**src/rtl/elbeth_load_store_unit.sv**
```systemverilog
// Load/store initiator for the ELBETH data-memory port: alignment checks, byte-lane
// strobes and store replication, response timeout, and extended load data.
module elbeth_load_store_unit #(
  parameter int unsigned TIMEOUT = 16
) (
  input  logic        clk,
  input  logic        rst,
  input  logic        lsu_req,
  input  logic        lsu_we,
  input  logic [1:0]  lsu_size,
  input  logic        lsu_signed,
  input  logic [31:0] lsu_addr,
  input  logic [31:0] lsu_wdata,
  output logic        lsu_busy,
  output logic        lsu_done,
  output logic [31:0] lsu_rdata,
  output logic        lsu_except,
  output logic [3:0]  lsu_except_src,
  output logic        dmem_en,
  output logic [31:0] dmem_addr,
  output logic [31:0] dmem_out_data,
  output logic [3:0]  dmem_rw,
  input  logic [31:0] dmem_in_data,
  input  logic        dmem_ready,
  input  logic        dmem_except,
  input  logic [3:0]  dmem_except_src
);

  typedef enum logic [1:0] {IDLE, ACCESS, RESP} state_t;

  localparam logic [7:0] TMO_LAST = 8'(TIMEOUT - 1);

  state_t      state_q, state_d;
  logic        we_q, we_d;
  logic [1:0]  size_q, size_d;
  logic        sgn_q, sgn_d;
  logic [1:0]  lane_q, lane_d;
  logic        local_q, local_d;
  logic [3:0]  lcode_q, lcode_d;
  logic [7:0]  cnt_q, cnt_d;

  logic        en_d;
  logic [31:0] addr_d, odata_d, rdata_d;
  logic [3:0]  rw_d, src_d;
  logic        exc_d;

  logic [3:0]  strb;
  logic [31:0] wrep;
  logic        misalign;
  logic [31:0] shifted, load_val;

  assign lsu_busy = (state_q != IDLE);
  assign lsu_done = (state_q == RESP);

  always_comb begin
    strb = 4'b1111;
    wrep = lsu_wdata;
    case (lsu_size)
      2'b00: begin
        strb = 4'b0001 << lsu_addr[1:0];
        wrep = {4{lsu_wdata[7:0]}};
      end
      2'b01: begin
        strb = 4'b0011 << lsu_addr[1:0];
        wrep = {2{lsu_wdata[15:0]}};
      end
      default: ;
    endcase
    misalign = ((lsu_size == 2'b01) && lsu_addr[0]) ||
               ((lsu_size == 2'b10) && (lsu_addr[1:0] != 2'b00));
  end

  always_comb begin
    shifted  = dmem_in_data >> {lane_q, 3'b000};
    load_val = dmem_in_data;
    case (size_q)
      2'b00:   load_val = sgn_q ? {{24{shifted[7]}}, shifted[7:0]}
                                : {24'h000000, shifted[7:0]};
      2'b01:   load_val = sgn_q ? {{16{shifted[15]}}, shifted[15:0]}
                                : {16'h0000, shifted[15:0]};
      default: load_val = dmem_in_data;
    endcase
  end

  always_comb begin
    state_d = state_q;
    we_d    = we_q;
    size_d  = size_q;
    sgn_d   = sgn_q;
    lane_d  = lane_q;
    local_d = local_q;
    lcode_d = lcode_q;
    cnt_d   = cnt_q;
    en_d    = dmem_en;
    addr_d  = dmem_addr;
    odata_d = dmem_out_data;
    rw_d    = dmem_rw;
    rdata_d = lsu_rdata;
    exc_d   = lsu_except;
    src_d   = lsu_except_src;
    case (state_q)
      IDLE: begin
        if (lsu_req) begin
          we_d    = lsu_we;
          size_d  = lsu_size;
          sgn_d   = lsu_signed;
          lane_d  = lsu_addr[1:0];
          cnt_d   = '0;
          state_d = ACCESS;
          // Local faults spend one ACCESS cycle with the bus idle, so their
          // completion lands on the same edge as the fastest bus access.
          if (lsu_size == 2'b11) begin
            local_d = 1'b1;
            lcode_d = 4'h4;
          end else if (misalign) begin
            local_d = 1'b1;
            lcode_d = lsu_we ? 4'h2 : 4'h1;
          end else begin
            local_d = 1'b0;
            en_d    = 1'b1;
            addr_d  = {lsu_addr[31:2], 2'b00};
            rw_d    = lsu_we ? strb : 4'b0000;
            odata_d = wrep;
          end
        end
      end
      ACCESS: begin
        if (local_q) begin
          state_d = RESP;
          rdata_d = '0;
          exc_d   = 1'b1;
          src_d   = lcode_q;
        end else begin
          cnt_d = cnt_q + 8'd1;
          if (dmem_except) begin
            state_d = RESP;
            en_d    = 1'b0;
            rdata_d = '0;
            exc_d   = 1'b1;
            src_d   = dmem_except_src;
          end else if (dmem_ready) begin
            state_d = RESP;
            en_d    = 1'b0;
            rdata_d = we_q ? '0 : load_val;
            exc_d   = 1'b0;
            src_d   = 4'h0;
          end else if (cnt_q == TMO_LAST) begin
            state_d = RESP;
            en_d    = 1'b0;
            rdata_d = '0;
            exc_d   = 1'b1;
            src_d   = 4'h3;
          end
        end
      end
      RESP: begin
        state_d = IDLE;
      end
      default: state_d = IDLE;
    endcase
  end

  always_ff @(posedge clk or negedge rst) begin
    if (!rst) begin
      state_q        <= IDLE;
      we_q           <= 1'b0;
      size_q         <= 2'b00;
      sgn_q          <= 1'b0;
      lane_q         <= 2'b00;
      local_q        <= 1'b0;
      lcode_q        <= 4'h0;
      cnt_q          <= '0;
      dmem_en        <= 1'b0;
      dmem_addr      <= '0;
      dmem_out_data  <= '0;
      dmem_rw        <= '0;
      lsu_rdata      <= '0;
      lsu_except     <= 1'b0;
      lsu_except_src <= '0;
    end else begin
      state_q        <= state_d;
      we_q           <= we_d;
      size_q         <= size_d;
      sgn_q          <= sgn_d;
      lane_q         <= lane_d;
      local_q        <= local_d;
      lcode_q        <= lcode_d;
      cnt_q          <= cnt_d;
      dmem_en        <= en_d;
      dmem_addr      <= addr_d;
      dmem_out_data  <= odata_d;
      dmem_rw        <= rw_d;
      lsu_rdata      <= rdata_d;
      lsu_except     <= exc_d;
      lsu_except_src <= src_d;
    end
  end

endmodule

```
**config.mk**
```make
export PLATFORM = sky130hd
export DESIGN_NAME = elbeth_load_store_unit
export DESIGN_NICKNAME = d
export VERILOG_FILES = /design/src/rtl/elbeth_load_store_unit.sv
export SDC_FILE = /design/constraint.sdc
export NUM_CORES = 1
export LEC_CHECK = 0
export CAP_MARGIN = 5
export CORE_ASPECT_RATIO = 0.8
export CORE_MARGIN = 1
export CORE_UTILIZATION = 48
export CTS_CLUSTER_SIZE = 40
export DETAILED_ROUTE_END_ITERATION = 8
export PLACE_DENSITY = 0.95
export SLEW_MARGIN = 20
export SYNTH_ARGS = -nofsm -noshare
export SYNTH_HDL_FRONTEND = slang
export SYNTH_SLANG_ARGS = --single-unit
```
**constraint.sdc**
```tcl
create_clock -name clk -period 2.6 [get_ports clk]
set_input_delay 0.39 -clock clk [delete_from_list [all_inputs] [get_ports clk]]
set_output_delay 0.39 -clock clk [all_outputs]
set_load 0.05 [all_outputs]
```
---- Yosys cells after proc, flatten, opt, wreduce, memory -nomap -nowiden ----
Cells that the tools add are included.
storage, ports and cells
  word-level logic and storage cells ...... 93
  register bits after elaboration ......... 125
  output and inout port bits .............. 108
cells by class
  equal/unequal tests ..................... 13
  shift operators ......................... 3
  bitwise logic cells ..................... 2
  $add $sub $neg .......................... 1
  reductions and logical operators ........ 18
  multiplexer cells ....................... 41
operators with widths
  kind                                                                   count
  32-bit two-way mux                                                     7
  32-bit one-hot mux with 2 select lines                                 2
  32-bit by 5-bit >> shifter with 16-bit output                          1
  4-bit two-way mux                                                      7
  8-bit two-way mux                                                      2
  8-bit one-hot mux with 2 select lines                                  1
  1-bit two-way mux                                                      13
  2-bit two-way mux                                                      6
  8-bit by 1-bit adder with 8-bit output, second input constant          1
  8-bit by 4-bit equality test with 1-bit output, second input constant  1
  2-bit inequality test, second input constant                           4
  4-bit one-hot mux with 2 select lines                                  1
  2-bit nonzero test                                                     4
  2-bit by 1-bit equality test with 1-bit output, second input constant  3
  2-bit equality test, second input constant                             3
  2-bit zero test                                                        3
  2-bit AND reduction                                                    3
  3-bit AND reduction                                                    2
  6-bit AND reduction                                                    1
  5-bit inequality test, second input constant                           1
  4-bit inequality test, second input constant                           1
  2-bit one-hot mux with 2 select lines                                  1
  4-bit AND reduction                                                    1
  4-bit nonzero test                                                     1
  6 further kinds                                                        8

---- Logic depth before layout (Yosys ltp) ----
Gate-level depths: netlist of run 1.
  depth in word-level cells ............... 7
  gate-level depth with buffers ........... 7

---- Worst setup path before layout of run 1 ----
OpenSTA, ideal clock, no wires.
  kind .................................... input port to flip-flop
  from .................................... in lsu_size[0]
  to ...................................... reg dmem_addr[17]
  cell stages on the path ................. 6
  library setup time ...................... 0.125 ns
  buffers on the path ..................... 3
  path slack .............................. 0.933 ns
  arrival ................................. 1.542 ns
  required time ........................... 2.475 ns
  cell sequence ........................... buf_2 > nor3_1 > o21ai_2 > buf_6 > buf_6 > mux2_4
between the ends
  word-level cells in the longest chain between the ends .. 5
  elaborated cells between the ends (all ways) .. 9
RTL lines
  element                                                                                line    RTL
  start: declaration                                                                     10      input logic [1:0] lsu_size,
  2-bit by 1-bit equality test with 1-bit output or 2-bit equality test (tied branches)  69, 70
  1-bit logical AND (on tied branches)                                                   69, 70
  1-bit logical OR                                                                       69      misalign = ((lsu_size == 2'b01) && lsu_addr[0]) ||
  1-bit inverter (no source line)                                                        -
  4-bit AND reduction (no source line) *                                                 -
  end signal: assignment                                                                 190     dmem_addr <= addr_d;
  end: declaration                                                                       20      output logic [31:0] dmem_addr,
Every way passes the cells marked *; elsewhere a longest branch is shown, timed or not.
A chain may end at the register's enable or synchronous reset.

---- Worst setup path after layout of run 1 ----
  from .................................... reg state_q[1]
  to ...................................... out lsu_busy
between the ends
  word-level cells in the longest chain between the ends .. 1
RTL lines
  element                   line  RTL
  start: declaration        33    state_t state_q, state_d;
  start signal: assignment  181   state_q <= state_d;
  2-bit nonzero test        52    assign lsu_busy = (state_q != IDLE);
  end: declaration          14    output logic lsu_busy,
Every way passes these cells.

==> results.cfg, run 1 <==
[pwr]
p_int_uw = 6580
peakVddDrop_mv = 0.849
switching_share = 0.453
power.switching_uw = 5450
p_clk_frac = 0.199
p_seq_frac = 0.282
p_per_area_mw_per_mm2 = 1360
total_power_uw = 12000
p_leak_uw = 0.00389
p_comb_frac = 0.519

[die]
dieArea_mm2 = 0.0128
dieHeight_um = 101
die_w_um = 126
initial_core_util = 0.504
coreArea_mm2 = 0.0118
ioPinCount = 217
rows = 35

[detailed_routing]
drc_errors = 0
viasPerCell = 5.56
vias = 5050
routedWlPerCell_um = 18.0
routed_wl_um = 16300
drt_pass1_iterations = 5
drtIter0Drc = 267
postRouteAntennaNets = 0

[sta]
finalCritPeriodShare = 0.954
finClkSkew_ps = 13.4
relSlewSlack = 0.512
finalSetupTns_ps = 0
fmax_mhz = 403
setup_viol = 0
worst_pin_slew_ps = 732
rsz0062_at_grt = false
finalHoldViolations = 0
slew_viol_final = 0
fin_crit_ps = 2480

[grt]
use_met3 = 0.0745
grt.overflow.total = 0
track_usage = 0.262
grt_pass1_vias = 5079
grt_first_pass_wirelength_um = 26000
use_met1 = 0.329
grt_util_met2 = 0.438
grt-busiest-layer = met2
grt_max_degree = 54
grt_antenna_before_repair = 0

[cts]
postCtsHoldBufs = 1
numClockSinks = 124
cts_tree = built
cts_max_path_buffers = 2
cts_resized = 0
clkSlewWorstSetupHoldPaths_ps = 60
root_buffer = clkbuf_16
numCtsBuffers = 17
clock_latency_ps = 410
htree_levels = 4
cts_setup_buffers = 0

[cells_and_area]
drive_gt1_frac = 0.133
area_growth_pct = 48.7
n_antenna_cell = 0
fin_nets = 858

[critical_path]
cp.arrival_ps = 2090
critical_path.startpoint_type = register
endpoint_kind = output pin
crit_path_top_delay_cell = clkdlybuf4s50_1
cp_slowest_stage_delay_ps = 800
cp.required_ps = 2210
worstPathCellList = nor2_1 -> inv_1 -> clkdlybuf4s50_1
path_class = reg -> out
critPathMaxFanout = 13

[yosys]
synth-seq-cells = 124
synthTopCellsByArea = dfrtp_1, mux2i_1, mux2_2
ys_seq_area_frac = 0.523
ys_async_sr_fraction = 1.00
yosys.area.top_type = dfrtp_1
avgSynthCellArea_um2 = 11.1
synth_cell_types = 52
synth_top_area_share = 0.523
synth_enable_flop_cells = 0
ys_warn_count = 0
netlist_area_mm2 = 0.00593
syn_inst = 535
ys.flop_type = dfrtp_1

[place]
routabilityCongestion = 0.899
dpl.hpwl_um = 12100
io_buffers = 214

[min_path]
hold_class = in -> async

[run_status]
outcome = completed

[job]
drv_cap = 0
[flip-flops by register name, summed over array words and instances, names as in the netlist, 3 cells and up]
register / flops
cnt_q: 8
dmem_addr: 30
dmem_out_data: 32
dmem_rw: 4
lcode_q: 3
lsu_except_src: 4
lsu_rdata: 32
[stage by stage]
step / setup WS (ps) / area (um2) / util / hold slack [ps] / instances
after CTS: 139 / 8830 / 0.749 / 472 / 909
after global placement: 387 / 8210 / 0.697 / 360 / 876
after global routing: 73.3 / 8830 / 0.749 / 505 / 909
final: 120 / 8830 / 0.749 / 472 / 909
after floorplan: 933 / 5940 / - / 94.4 / 536
after detailed placement: 291 / 8210 / 0.697 / 367 / 876
[cell type report]
cell class	instances	area, um2
inverters	25	93.8
repair buffers	231	2290
flip-flops and latches	124	3100
fillers	717	2950
clock inverters	11	143
clock buffers	21	460
well taps	148	185
multi-input cells	349	2550
[critical path, delay by kind of cell, from the launching register on]
family	cells	cell delay [ps]
simple gates	1	180
flops	1	610
buf+inv	2	890
[worst paths after layout]
kind | depth (start not counted) | startpoint | endpoint | slack (ps)
max | 3 | state_q[1] | lsu_busy | 120
min | 2 | rst | cnt_q[6] | 470
max reg2reg | 5 | lane_q[0] | lsu_rdata[31] | 550
min reg2reg | 2 | we_q | we_q | 480
max in group asynchronous | 3 | rst | dmem_addr[3] | 1360
min in group clk | 2 | we_q | we_q | 480
[synth_stat cells, types with 2 or more instances]
cell type,number
nand2_1,57
xnor2_1,6
mux2_4,14
buf_2,13
mux2i_1,34
nor2_1,24
clkbuf_1,15
inv_1,24
o2bb2ai_1,2
a2bb2oi_1,7
o211a_1,7
a31oi_1,2
buf_6,5
a211oi_1,2
a2111oi_0,4
buf_4,4
nand2b_1,19
and2b_1,2
dfrtp_1,124
o21ai_0,45
a21oi_1,15
nor3_1,3
nor2_2,2
nand3_1,12
mux2_2,30
nor2b_1,2
nand4_1,2
o221ai_1,16
a22o_1,17
nand2b_4,2
a21o_1,3
[power groups by stage]
| stage | clock network [uW] | logic (uW) | registers (uW) |
|---|---|---|---|
| after floorplan | 0 | 1710 | 5710 |
| after global routing | 2520 | 6530 | 3490 |
| after detailed placement | 0 | 6240 | 3400 |
| after global placement | 0 | 6100 | 3340 |
| after CTS | 2430 | 6260 | 3380 |
| final | 2390 | 6240 | 3390 |
[metal layers]
metal / vias up / part of all wire / wire length [um]
met5: - / 0 / 0
met4: 0 / 0.019 / 308
met3: 32 / 0.075 / 1220
met2: 238 / 0.49 / 7980
met1: 2455 / 0.42 / 6800
li1: 2325 / - / -
[placed cells by master, fill, tap and decap left out, types with 3 or more instances in the layout]
master / synthesis / routed
mux2i_1: 34 / 34
mux2_2: 30 / 30
clkinv_2: 0 / 4
buf_4: 4 / 15
xnor2_1: 6 / 6
a2bb2oi_1: 7 / 7
inv_1: 24 / 24
o211a_1: 7 / 7
o21ai_0: 45 / 45
nor3_1: 3 / 3
nor2_1: 24 / 24
a22o_1: 17 / 17
dfrtp_1: 124 / 124
nand2b_1: 19 / 19
clkbuf_16: 0 / 17
o221ai_1: 16 / 16
clkdlybuf4s50_1: 0 / 213
nand2_1: 57 / 57
nand3_1: 12 / 12
mux2_4: 14 / 14
a21o_1: 3 / 3
bufinv_16: 0 / 3
a21oi_1: 15 / 15
a2111oi_0: 4 / 4
[cell families (layout without fill, tap and decap cells)]
kind of cell | after synthesis | in the layout | share of synthesized area
and+or+nand+nor | 131 | 131 | 0.108
xor gates and xnor gates | 7 | 7 | 0.0103
adders and majority gates | 1 | 1 | 0.00211
DFF | 124 | 124 | 0.523
AOI/OAI and AO/OA | 130 | 130 | 0.155
buffers and inverters | 63 | 288 | 0.0517
other | 1 | 2 | 0.000632
muxes | 78 | 78 | 0.150
No activity file was read; power rests on OpenSTA's default activity.
==> run 2, diff against run 1 <==
Settings changed: REMOVE_ABC_BUFFERS set to 1.
==> run 2 against run 1 <==
Fmax grew 5.5%. Combinational power grew 2%. Core utilization shrank 0.23 points. Clock skew shrank 3.1 ps. Routed wire length grew 7.3%. Die area is the same. Worst hold slack lost 450 ps. Largest cell class unchanged. Highest routed layer unchanged.
==> results.cfg, run 2 (synthesis gave the netlist of run 1 again) <==
[run_status]
outcome = completed

[detailed_routing]
vias = 5102
routed_wl_um = 17500
postRouteAntennaNets = 0
viasPerCell = 5.64
drtIter0Drc = 349
routedWlPerCell_um = 19.4
drt_pass1_iterations = 6
drc_errors = 0

[die]
initial_core_util = 0.504
rows = 35
ioPinCount = 217
die_w_um = 126
coreArea_mm2 = 0.0118
dieArea_mm2 = 0.0128
dieHeight_um = 101

[pwr]
p_leak_uw = 0.00387
p_clk_frac = 0.201
p_comb_frac = 0.522
p_seq_frac = 0.277
p_per_area_mw_per_mm2 = 1380
total_power_uw = 12100
switching_share = 0.455
power.switching_uw = 5520
peakVddDrop_mv = 0.794
p_int_uw = 6620

[critical_path]
critPathMaxFanout = 13
cp.required_ps = 2210
cp.arrival_ps = 1960
critical_path.startpoint_type = register
path_class = reg -> out
endpoint_kind = output pin

[sta]
setup_viol = 0
holdWs_ps = 18.5
worst_pin_slew_ps = 808
finalCritPeriodShare = 0.904
relSlewSlack = 0.462
fmax_mhz = 425
rsz0062_at_grt = false
finalHoldViolations = 0
layout_setup_ws_ps = 250
finClkSkew_ps = 10.3
fin_crit_ps = 2350
slew_viol_final = 0

[cells_and_area]
nFillCells = 761
finish.instance_area_mm2 = 0.00880
drive_gt1_frac = 0.128
n_antenna_cell = 0
layout_common_cells = clkdlybuf4s50_1, dfrtp_1, nand2_1
reg.largest.list = dmem_out_data: 32 flops, lsu_rdata: 32 flops, dmem_addr: 30 flops
fin_nets = 854
area_growth_pct = 48.3
layout_commonest_cell = clkdlybuf4s50_1

[grt]
grt.overflow.total = 0
grt_pass1_vias = 5229
grt_antenna_before_repair = 0
grt_first_pass_wirelength_um = 27200
track_usage = 0.278
grt_max_degree = 84

[job]
drv_cap = 0

[cts]
htree_levels = 4
numCtsBuffers = 17
cts_max_path_buffers = 2
cts_tree = built
postCtsHoldBufs = 0
numClockSinks = 124
cts_setup_buffers = 0
clock_latency_ps = 410
clkSlewWorstSetupHoldPaths_ps = 60
cts_resized = 0
root_buffer = clkbuf_16

[place]
dpl.hpwl_um = 12200
postPlaceCellArea_mm2 = 0.00819
post-place-ws_ps = 257
io_buffers = 214
routabilityCongestion = 0.852

[min_path]
hold_class = in -> async
run 2: cell count changes in the layout (fill, tap and decap cells not counted), sizes merged:
cell and change:
dlygate4sd3 -1, buf -3, clkinv -1, clkbuf -1, clkinvlp +1, bufinv +1
run 2: layer usage:
layer | GRT usage | vias up | part of all wire
met5 | 0 | - | 0
met4 | 0.128 | 0 | 0.022
met3 | 0.0692 | 31 | 0.086
met2 | 0.485 | 262 | 0.51
met1 | 0.328 | 2492 | 0.38
li1 | - | 2317 | -
run 2: worst paths after layout:
path	from	to	slack (ps)	cells past startpoint
max	state_q[1]	lsu_done	250	2
min	rst	lane_q[0]	20	1
max reg2reg	local_q	lsu_rdata[28]	580	4
min reg2reg	dmem_out_data[28]	dmem_out_data[28]	480	2
max in group asynchronous	rst	lsu_except	1800	2
min in group clk	dmem_out_data[28]	dmem_out_data[28]	480	2
run 2: per-stage QoR:
stage	std cells	setup TNS, ps	utilization
3_5_place_dp	873	0	0.695
2_1_floorplan	498	-35540	-
3_3_place_gp	873	0	0.695
6_report	905	0	0.747
5_1_grt	905	0	0.747
4_1_cts	905	0	0.747
run 2: cell type report:
cell class / instances / area [um2] / area share
Sequential cell: 124 / 3100 / 0.353
Multi-Input combinational cell: 349 / 2550 / 0.289
Timing Repair Buffer: 227 / 2260 / 0.257
Clock buffer: 20 / 437 / 0.0496
Tap cell: 148 / 185 / 0.0210
Clock inverter: 12 / 171 / 0.0195
Inverter: 25 / 93.8 / 0.0107
run 2: power groups by stage:
stage | Sequential [uW] | Clock (uW) | Combinational [uW]
after floorplan | 5860 | 0 | 1440
after global placement | 3290 | 0 | 6160
after detailed placement | 3360 | 0 | 6300
after CTS | 3360 | 2480 | 6350
after global routing | 3460 | 2560 | 6600
final | 3360 | 2440 | 6340
run 2: critical path, stage by stage (launching register included):
cell             delay (ps)
dfrtp_1                 580
and2b_1                 180
clkdlybuf4s50_1         790
